--- src/rtl/uart_receiver.sv ---
// UART receive stage: 8N1-style framing, mid-bit sampling, one-cycle valid and
// framing-error strobes on a registered parallel bus.
module uart_receiver #(
  parameter int DATAWIDTH    = 8,
  parameter int CLKS_PER_BIT = 10416
) (
  input  logic                 clk,
  input  logic                 i_reset_n,
  input  logic                 i_rx,
  output logic [DATAWIDTH-1:0] o_data,
  output logic                 o_valid,
  output logic                 o_frame_err,
  output logic                 o_busy
);

  localparam int CW = $clog2(CLKS_PER_BIT);
  localparam int BW = $clog2(DATAWIDTH + 1);
  localparam logic [CW-1:0] HALF_CNT = CW'(CLKS_PER_BIT / 2 - 1);
  localparam logic [CW-1:0] FULL_CNT = CW'(CLKS_PER_BIT - 1);
  localparam logic [BW-1:0] LAST_BIT = BW'(DATAWIDTH - 1);

  typedef enum logic [2:0] {
    ST_IDLE      = 3'd0,
    ST_START     = 3'd1,
    ST_DATA      = 3'd2,
    ST_STOP      = 3'd3,
    ST_WAIT_HIGH = 3'd4
  } state_t;

  state_t               state_r, state_nxt_s;
  logic [CW-1:0]        clk_cnt_r, clk_cnt_nxt_s;
  logic [BW-1:0]        bit_idx_r, bit_idx_nxt_s;
  logic [DATAWIDTH-1:0] shift_r, shift_nxt_s;
  logic [DATAWIDTH-1:0] data_r, data_nxt_s;
  logic                 valid_r, valid_nxt_s;
  logic                 ferr_r, ferr_nxt_s;
  logic                 busy_r;
  logic                 rx_meta_r, rx_sync_r, rx_prev_r;
  logic                 rx_s;

  assign rx_s = rx_sync_r;

  // Two-flop synchronizer plus previous-sample flop; all idle-high out of reset.
  always_ff @(posedge clk) begin
    if (!i_reset_n) begin
      rx_meta_r <= 1'b1;
      rx_sync_r <= 1'b1;
      rx_prev_r <= 1'b1;
    end else begin
      rx_meta_r <= i_rx;
      rx_sync_r <= rx_meta_r;
      rx_prev_r <= rx_sync_r;
    end
  end

  // Next-state and datapath decode.
  always_comb begin
    state_nxt_s   = state_r;
    bit_idx_nxt_s = bit_idx_r;
    shift_nxt_s   = shift_r;
    data_nxt_s    = data_r;
    valid_nxt_s   = 1'b0;
    ferr_nxt_s    = 1'b0;
    case (state_r)
      ST_IDLE: begin
        if (rx_prev_r && !rx_s) state_nxt_s = ST_START;
        else                    state_nxt_s = ST_IDLE;
      end
      ST_START: begin
        if (clk_cnt_r == HALF_CNT) begin
          if (!rx_s) begin
            state_nxt_s   = ST_DATA;
            bit_idx_nxt_s = {BW{1'b0}};
          end else begin
            state_nxt_s   = ST_IDLE;
          end
        end else begin
          state_nxt_s = ST_START;
        end
      end
      ST_DATA: begin
        if (clk_cnt_r == FULL_CNT) begin
          shift_nxt_s   = {rx_s, shift_r[DATAWIDTH-1:1]};
          bit_idx_nxt_s = bit_idx_r + BW'(1);
          if (bit_idx_r == LAST_BIT) state_nxt_s = ST_STOP;
          else                       state_nxt_s = ST_DATA;
        end else begin
          state_nxt_s = ST_DATA;
        end
      end
      ST_STOP: begin
        // Leaving mid stop bit lets a back-to-back start edge be caught.
        if (clk_cnt_r == FULL_CNT) begin
          if (rx_s) begin
            data_nxt_s  = shift_r;
            valid_nxt_s = 1'b1;
            state_nxt_s = ST_IDLE;
          end else begin
            ferr_nxt_s  = 1'b1;
            state_nxt_s = ST_WAIT_HIGH;
          end
        end else begin
          state_nxt_s = ST_STOP;
        end
      end
      ST_WAIT_HIGH: begin
        if (rx_s) state_nxt_s = ST_IDLE;
        else      state_nxt_s = ST_WAIT_HIGH;
      end
      default: begin
        state_nxt_s = ST_IDLE;
      end
    endcase

    if ((state_nxt_s != state_r) || (state_r == ST_IDLE) || (state_r == ST_WAIT_HIGH)) begin
      clk_cnt_nxt_s = {CW{1'b0}};
    end else begin
      clk_cnt_nxt_s = clk_cnt_r + CW'(1);
    end
  end

  // State, counters and registered outputs.
  always_ff @(posedge clk) begin
    if (!i_reset_n) begin
      state_r   <= ST_IDLE;
      clk_cnt_r <= {CW{1'b0}};
      bit_idx_r <= {BW{1'b0}};
      shift_r   <= {DATAWIDTH{1'b0}};
      data_r    <= {DATAWIDTH{1'b0}};
      valid_r   <= 1'b0;
      ferr_r    <= 1'b0;
      busy_r    <= 1'b0;
    end else begin
      state_r   <= state_nxt_s;
      clk_cnt_r <= clk_cnt_nxt_s;
      bit_idx_r <= bit_idx_nxt_s;
      shift_r   <= shift_nxt_s;
      data_r    <= data_nxt_s;
      valid_r   <= valid_nxt_s;
      ferr_r    <= ferr_nxt_s;
      busy_r    <= (state_nxt_s != ST_IDLE);
    end
  end

  assign o_data      = data_r;
  assign o_valid     = valid_r;
  assign o_frame_err = ferr_r;
  assign o_busy      = busy_r;

endmodule

--- config.mk ---
export PLATFORM = sky130hd
export DESIGN_NAME = uart_receiver
export DESIGN_NICKNAME = d
export VERILOG_FILES = /design/src/rtl/uart_receiver.sv
export SDC_FILE = /design/constraint.sdc
export NUM_CORES = 1
export LEC_CHECK = 0
export CORE_AREA = 4 4 61 63
export DETAILED_ROUTE_END_ITERATION = 10
export DIE_AREA = 0 0 65 67
export DONT_BUFFER_PORTS = 1
export PLACE_DENSITY = 0.74
export SLEW_MARGIN = 20
export SYNTH_ARGS = -nofsm -noshare
export SYNTH_HDL_FRONTEND = slang
export SYNTH_SLANG_ARGS = --single-unit
--- constraint.sdc ---
create_clock -name clk -period 5.2 [get_ports clk]
set_input_delay 1.04 -clock clk [delete_from_list [all_inputs] [get_ports clk]]
set_output_delay 1.04 -clock clk [all_outputs]
set_load 0.05 [all_outputs]
==> out/metrics.yaml, run 1 <==
first_global_vias: 1285
hp-class: "flip-flop to flip-flop"
cp.required_ps: 5430
netlist_top_cells_area: "dfxtp_1, mux2i_1, nor2_1, nor3_2, xnor2_1"
endpoint_kind: "flip-flop"
pre_cts_ws_ps: 2995
finalCritPeriodShare_pct: 43.23
maxClockFrequency_ghz: 0.4449
ys_seq_area_share_pct: 46.02
area.growth.synth_to_final_pct: 4.682
synth-main-ff-cell: "dfxtp_1"
worst_slack_ps: 2952
clkTransAtPathRegs_ps: 120
fin_setup_tns_ps: 0
cp_cell_sequence: "ha_1 > and3_2 > nand4_1 > nor4b_1 > o31a_1 > nor4_2"
synth-seq-cells: 43
crit_family: "simple AND/OR/NAND/NOR gates"
p_per_area_nw_per_um2: 283.8
synth_edf_count: 0
rsz0062_at_grt: "false"
ant_nets: 0
seqPwrFrac_pct: 60.1
cts.hold.buffers_added: 0
cp_max_fo: 11
synth_top_cell_area_share_pct: 46.02
p_sw_uw: 119.5
cts_tree: "yes"
die_area_um2: 4355
num_rows: 21
cts_buffer_depth: 2
status: "completed"
drt-pass1-iter-count: 4
nets: 191
cts_sinks: 43
hold_viol_final: 0
synth_area_per_cell_um2: 10.06
multi_input_area_um2: 947.2
final-seq-area_um2: 860.8
via_count: 1270
worst_path_largest_cell_delay_ps: 630
groute.usage.overall_pct: 17.17
clkPwrFrac_pct: 37.2
p_int_uw: 436.3
dieWidth_um: 65
crit_buf_inv: 0
switching_share_pct: 21.51
portBuffers: 0
cts_setup_buffers: 0
timing_worst_slew_pin_value_ps: 705.3
ys_warn_count: 0
clock_skew_ps: 10.27
drv_slew: 0
grt_pass1_wl_um: 5740
hpwl_um: 2244
leakagePower_uw: 0.0007097
start_util_pct: 57.88
drv_cap: 0
wl_um: 3140
antenna_found_initial: 0
clk_latency_ps: 350
die-height_um: 67
synth.distinct_cells: 42
fillers: 312
synth.most_common_cell: "dfxtp_1"
dp_cells: 225
gp_congestion: 0.8497
wl_per_cell_um: 13.48
antenna_cells: 0
final_cells: 233
final_layout_size_suffix_gt1_share_pct: 13.37
drtIter0Drc: 73
cts_root_buf: "clkbuf_4"
drc_errors: 0
post_cts_resized: 0
htreeDepth: 2
gr-total-overflow: 0
synthArstFlopShare_pct: 0
place_area_um2: 1877
synth_area_um2: 1871
path_class: "flip-flop to flip-flop"
irDropWorstVdd_v: 0.0001673
fin_area_um2: 1958
synthTopCellsByCount: "dfxtp_1, nor2_1, mux2i_1, nor3_2"
syn_inst: 186
pwr-share-comb_pct: 2.7
final.min_clock_period_ps: 2248
yosysTopAreaCell: "dfxtp_1"
core_um2: 3232
cp_slowest_cell: "o31a_1"
setup-violations-final: 0
max_slew_margin_pct: 52.98
grt_max_degree: 19
io_pins: 14
cts_made_buffers: 5
start_kind: "flip-flop"
vias_per_cell: 5.451
synth.net_count: 191
finalPower_uw: 555.8
cp.arrival_ps: 2480
-- power groups by stage --
stage               Sequential, uW  Combinational, uW  Clock, uW
global placement               342               14.2          0
detailed placement             342               14.8          0
floorplan                      341               14.8          0
CTS                            334               14.9        214
finish                         334               14.8        207
global route                   335               16.3        229
-- logic make-up after synthesis --
family	Yosys count	synth area share, %
XOR/XNOR	13	6.087
AO/OA/AOI/OAI	14	5.151
flip-flops	43	46.02
AND/OR/NAND/NOR	88	29.50
buffers and inverters	10	3.344
adder cells (fa/ha/maj)	2	1.338
multiplexers	16	8.562
-- worst paths after layout --
kind                                               from                  endpoint  slack, ps  cells after the start
worst min-delay path               rx_meta_r$_SDFF_PN1_           rx_s$_SDFF_PN1_        430                      1
worst min register to register     rx_meta_r$_SDFF_PN1_           rx_s$_SDFF_PN1_        430                      1
worst max-delay path            clk_cnt_r[0]$_SDFF_PP0_  clk_cnt_r[13]$_SDFF_PP0_       2950                      6
worst max register to register  clk_cnt_r[0]$_SDFF_PP0_  clk_cnt_r[13]$_SDFF_PP0_       2950                      6
-- layout make-up --
type,count,share of cell area [%]
Multi-Input combinational cell,133,48.37
Tap cell,46,2.939
Clock buffer,5,1.917
Clock inverter,3,2.236
Sequential cell,43,43.96
Inverter,3,0.5751
-- sequential cells by signal (all words and copies together) (netlist names) --
register,flops
state_r,3
o_busy,1
rx_meta_r,1
clk_cnt_r,14
rx_s,1
bit_idx_r,4
o_data,8
shift_r,8
o_frame_err,1
rx_prev_r,1
o_valid,1
-- stage by stage --
stage	utilization [%]	hold WS (ps)
3_3_place_gp	58.07	398.7
4_1_cts	60.59	434.0
5_1_grt	60.59	441.2
2_1_floorplan	-	386.3
6_report	60.59	433.2
3_5_place_dp	58.07	392.6
-- layer usage --
layer	global-route usage, %	vias to the layer above	routed length (um)
li1	-	658	-
met1	20.43	583	1521
met2	27.59	22	1430
met3	5.902	7	126
met4	8.179	0	62
met5	0	-	0
-- placed cells by master, fill, tap and decap left out, drive strengths merged, types with 2 or more instances in the layout --
cell / instances
dfxtp: 43
nor2: 29
mux2i: 16
nor3: 11
nand2: 8
xnor2: 8
nand3: 6
and3: 6
xor2: 5
nand4: 5
clkbuf: 5
or3: 4
a21oi: 4
and4bb: 3
o31a: 3
nand2b: 3
nor3b: 3
o21ai: 3
and4: 3
clkinv: 3
inv: 2
ha: 2
nor4b: 2
Note: power is estimated with default switching activity, not from simulation.
==> run 2, diff against run 1 <==
==> constraint.sdc (replaced) <==
create_clock -name clk -period 2.25 [get_ports clk]
set_input_delay 0.45 -clock clk [delete_from_list [all_inputs] [get_ports clk]]
set_output_delay 0.45 -clock clk [all_outputs]
set_load 0.05 [all_outputs]
==> out/metrics.yaml, run 2 (same netlist as run 1, synthesis figures left out) <==
first_global_vias: 1303
drtIter0Drc: 80
wl_um: 3268
dp_cells: 229
nets: 195
cts_buffer_depth: 2
p_sw_uw: 291.0
final_common_cell: "dfxtp_1"
timing_worst_slew_pin_value_ps: 530.3
clock_skew_ps: 11.40
cp_max_fo: 14
grt_pass1_wl_um: 5713
rsz0062_at_grt: "false"
area.growth.synth_to_final_pct: 5.886
maxClockFrequency_ghz: 0.5031
start_util_pct: 57.88
place_area_um2: 1919
layout_common_cells: "dfxtp_1, nor2_1, mux2i_1"
groute.usage.overall_pct: 16.98
ant_nets: 0
hpwl_um: 2418
wl_per_cell_um: 13.79
p_per_area_nw_per_um2: 604.8
drv_slew: 0
hp-class: "input port to flip-flop"
antenna_cells: 0
irDropWorstVdd_v: 0.0003303
setup-violations-final: 0
endpoint_kind: "flip-flop"
fillers: 299
final_cells: 237
antenna_found_initial: 0
cp.required_ps: 2540
dieWidth_um: 65
io_pins: 14
htreeDepth: 2
die_area_um2: 4355
fin_area_um2: 1981
seqPwrFrac_pct: 64.5
switching_share_pct: 24.29
pwr-share-comb_pct: 3.6
final_layout_size_suffix_gt1_share_pct: 15.18
fin_setup_tns_ps: 0
portBuffers: 0
core_um2: 3232
path_class: "flip-flop to flip-flop"
via_count: 1334
finalCritPeriodShare_pct: 88.35
gr-total-overflow: 0
status: "completed"
die-height_um: 67
final.min_clock_period_ps: 1988
cts_setup_buffers: 0
gp_congestion: 0.8584
clkTransAtPathRegs_ps: 130
hold_viol_final: 0
largest_register_ffs: 14
cts_made_buffers: 5
cts_sinks: 43
max_slew_margin_pct: 64.38
cp.arrival_ps: 2270
drc_errors: 0
start_kind: "flip-flop"
clk_latency_ps: 360
num_rows: 21
top_register: "clk_cnt_r"
cts.hold.buffers_added: 0
grt_max_degree: 19
clkPwrFrac_pct: 31.9
post_cts_resized: 0
drv_cap: 0
p_int_uw: 907.0
leakagePower_uw: 0.0007174
vias_per_cell: 5.629
drt-pass1-iter-count: 4
cts_tree: "yes"
cts_root_buf: "clkbuf_4"
-- run 2: final timing paths --
kind	depth (start not counted)	slack (ps)	end	from
worst max-delay path	7	260	clk_cnt_r[13]$_SDFF_PP0_	clk_cnt_r[0]$_SDFF_PP0_
worst min register to register	1	430	rx_s$_SDFF_PN1_	rx_meta_r$_SDFF_PN1_
worst min-delay path	1	160	rx_meta_r$_SDFF_PN1_	i_reset_n
worst max register to register	7	260	clk_cnt_r[13]$_SDFF_PP0_	clk_cnt_r[0]$_SDFF_PP0_
-- run 2: metal layers --
metal | track usage (%) | vias up | wire, um
li1 | - | 661 | -
met1 | 18.76 | 642 | 1409
met2 | 30.01 | 24 | 1683
met3 | 4.890 | 7 | 123
met4 | 7.652 | 0 | 53
met5 | 0 | - | 0
-- run 2: layout make-up --
class / instances / area [um2] / area share, %
multi-input cells: 133 / 947.2 / 47.82
clock buffers: 5 / 37.54 / 1.895
well taps: 46 / 57.56 / 2.906
repair buffers: 4 / 42.54 / 2.148
inverters: 3 / 11.26 / 0.5685
clock inverters: 3 / 23.77 / 1.200
flip-flops and latches: 43 / 860.8 / 43.46
-- run 2: metrics by stage --
step	hold slack (ps)	setup WS (ps)	util [%]	total power [uW]
floorplan	386.3	382.8	-	822.6
global placement	391.1	346.3	59.39	830.7
detailed placement	402.4	278.5	59.39	832.8
CTS	153.9	257.5	61.29	1216
global route	135.6	124.4	61.29	1265
finish	164.6	262.1	61.29	1198
-- run 2: worst max-delay path, stage by stage (launching register included) --
cell     delay, ps
dfxtp_1        360
ha_1           260
and3b_1        180
nand4_1        170
o21ai_1        170
or3_1          390
buf_12         170
nor4_2         220
-- run 2: power by group through the flow --
stage               Combinational (uW)  Sequential, uW  Clock, uW
floorplan                         34.2             788          0
global placement                  41.3             789          0
detailed placement                43.5             789          0
CTS                               44.0             773        399
global route                      47.3             774        444
finish                            43.0             773        382
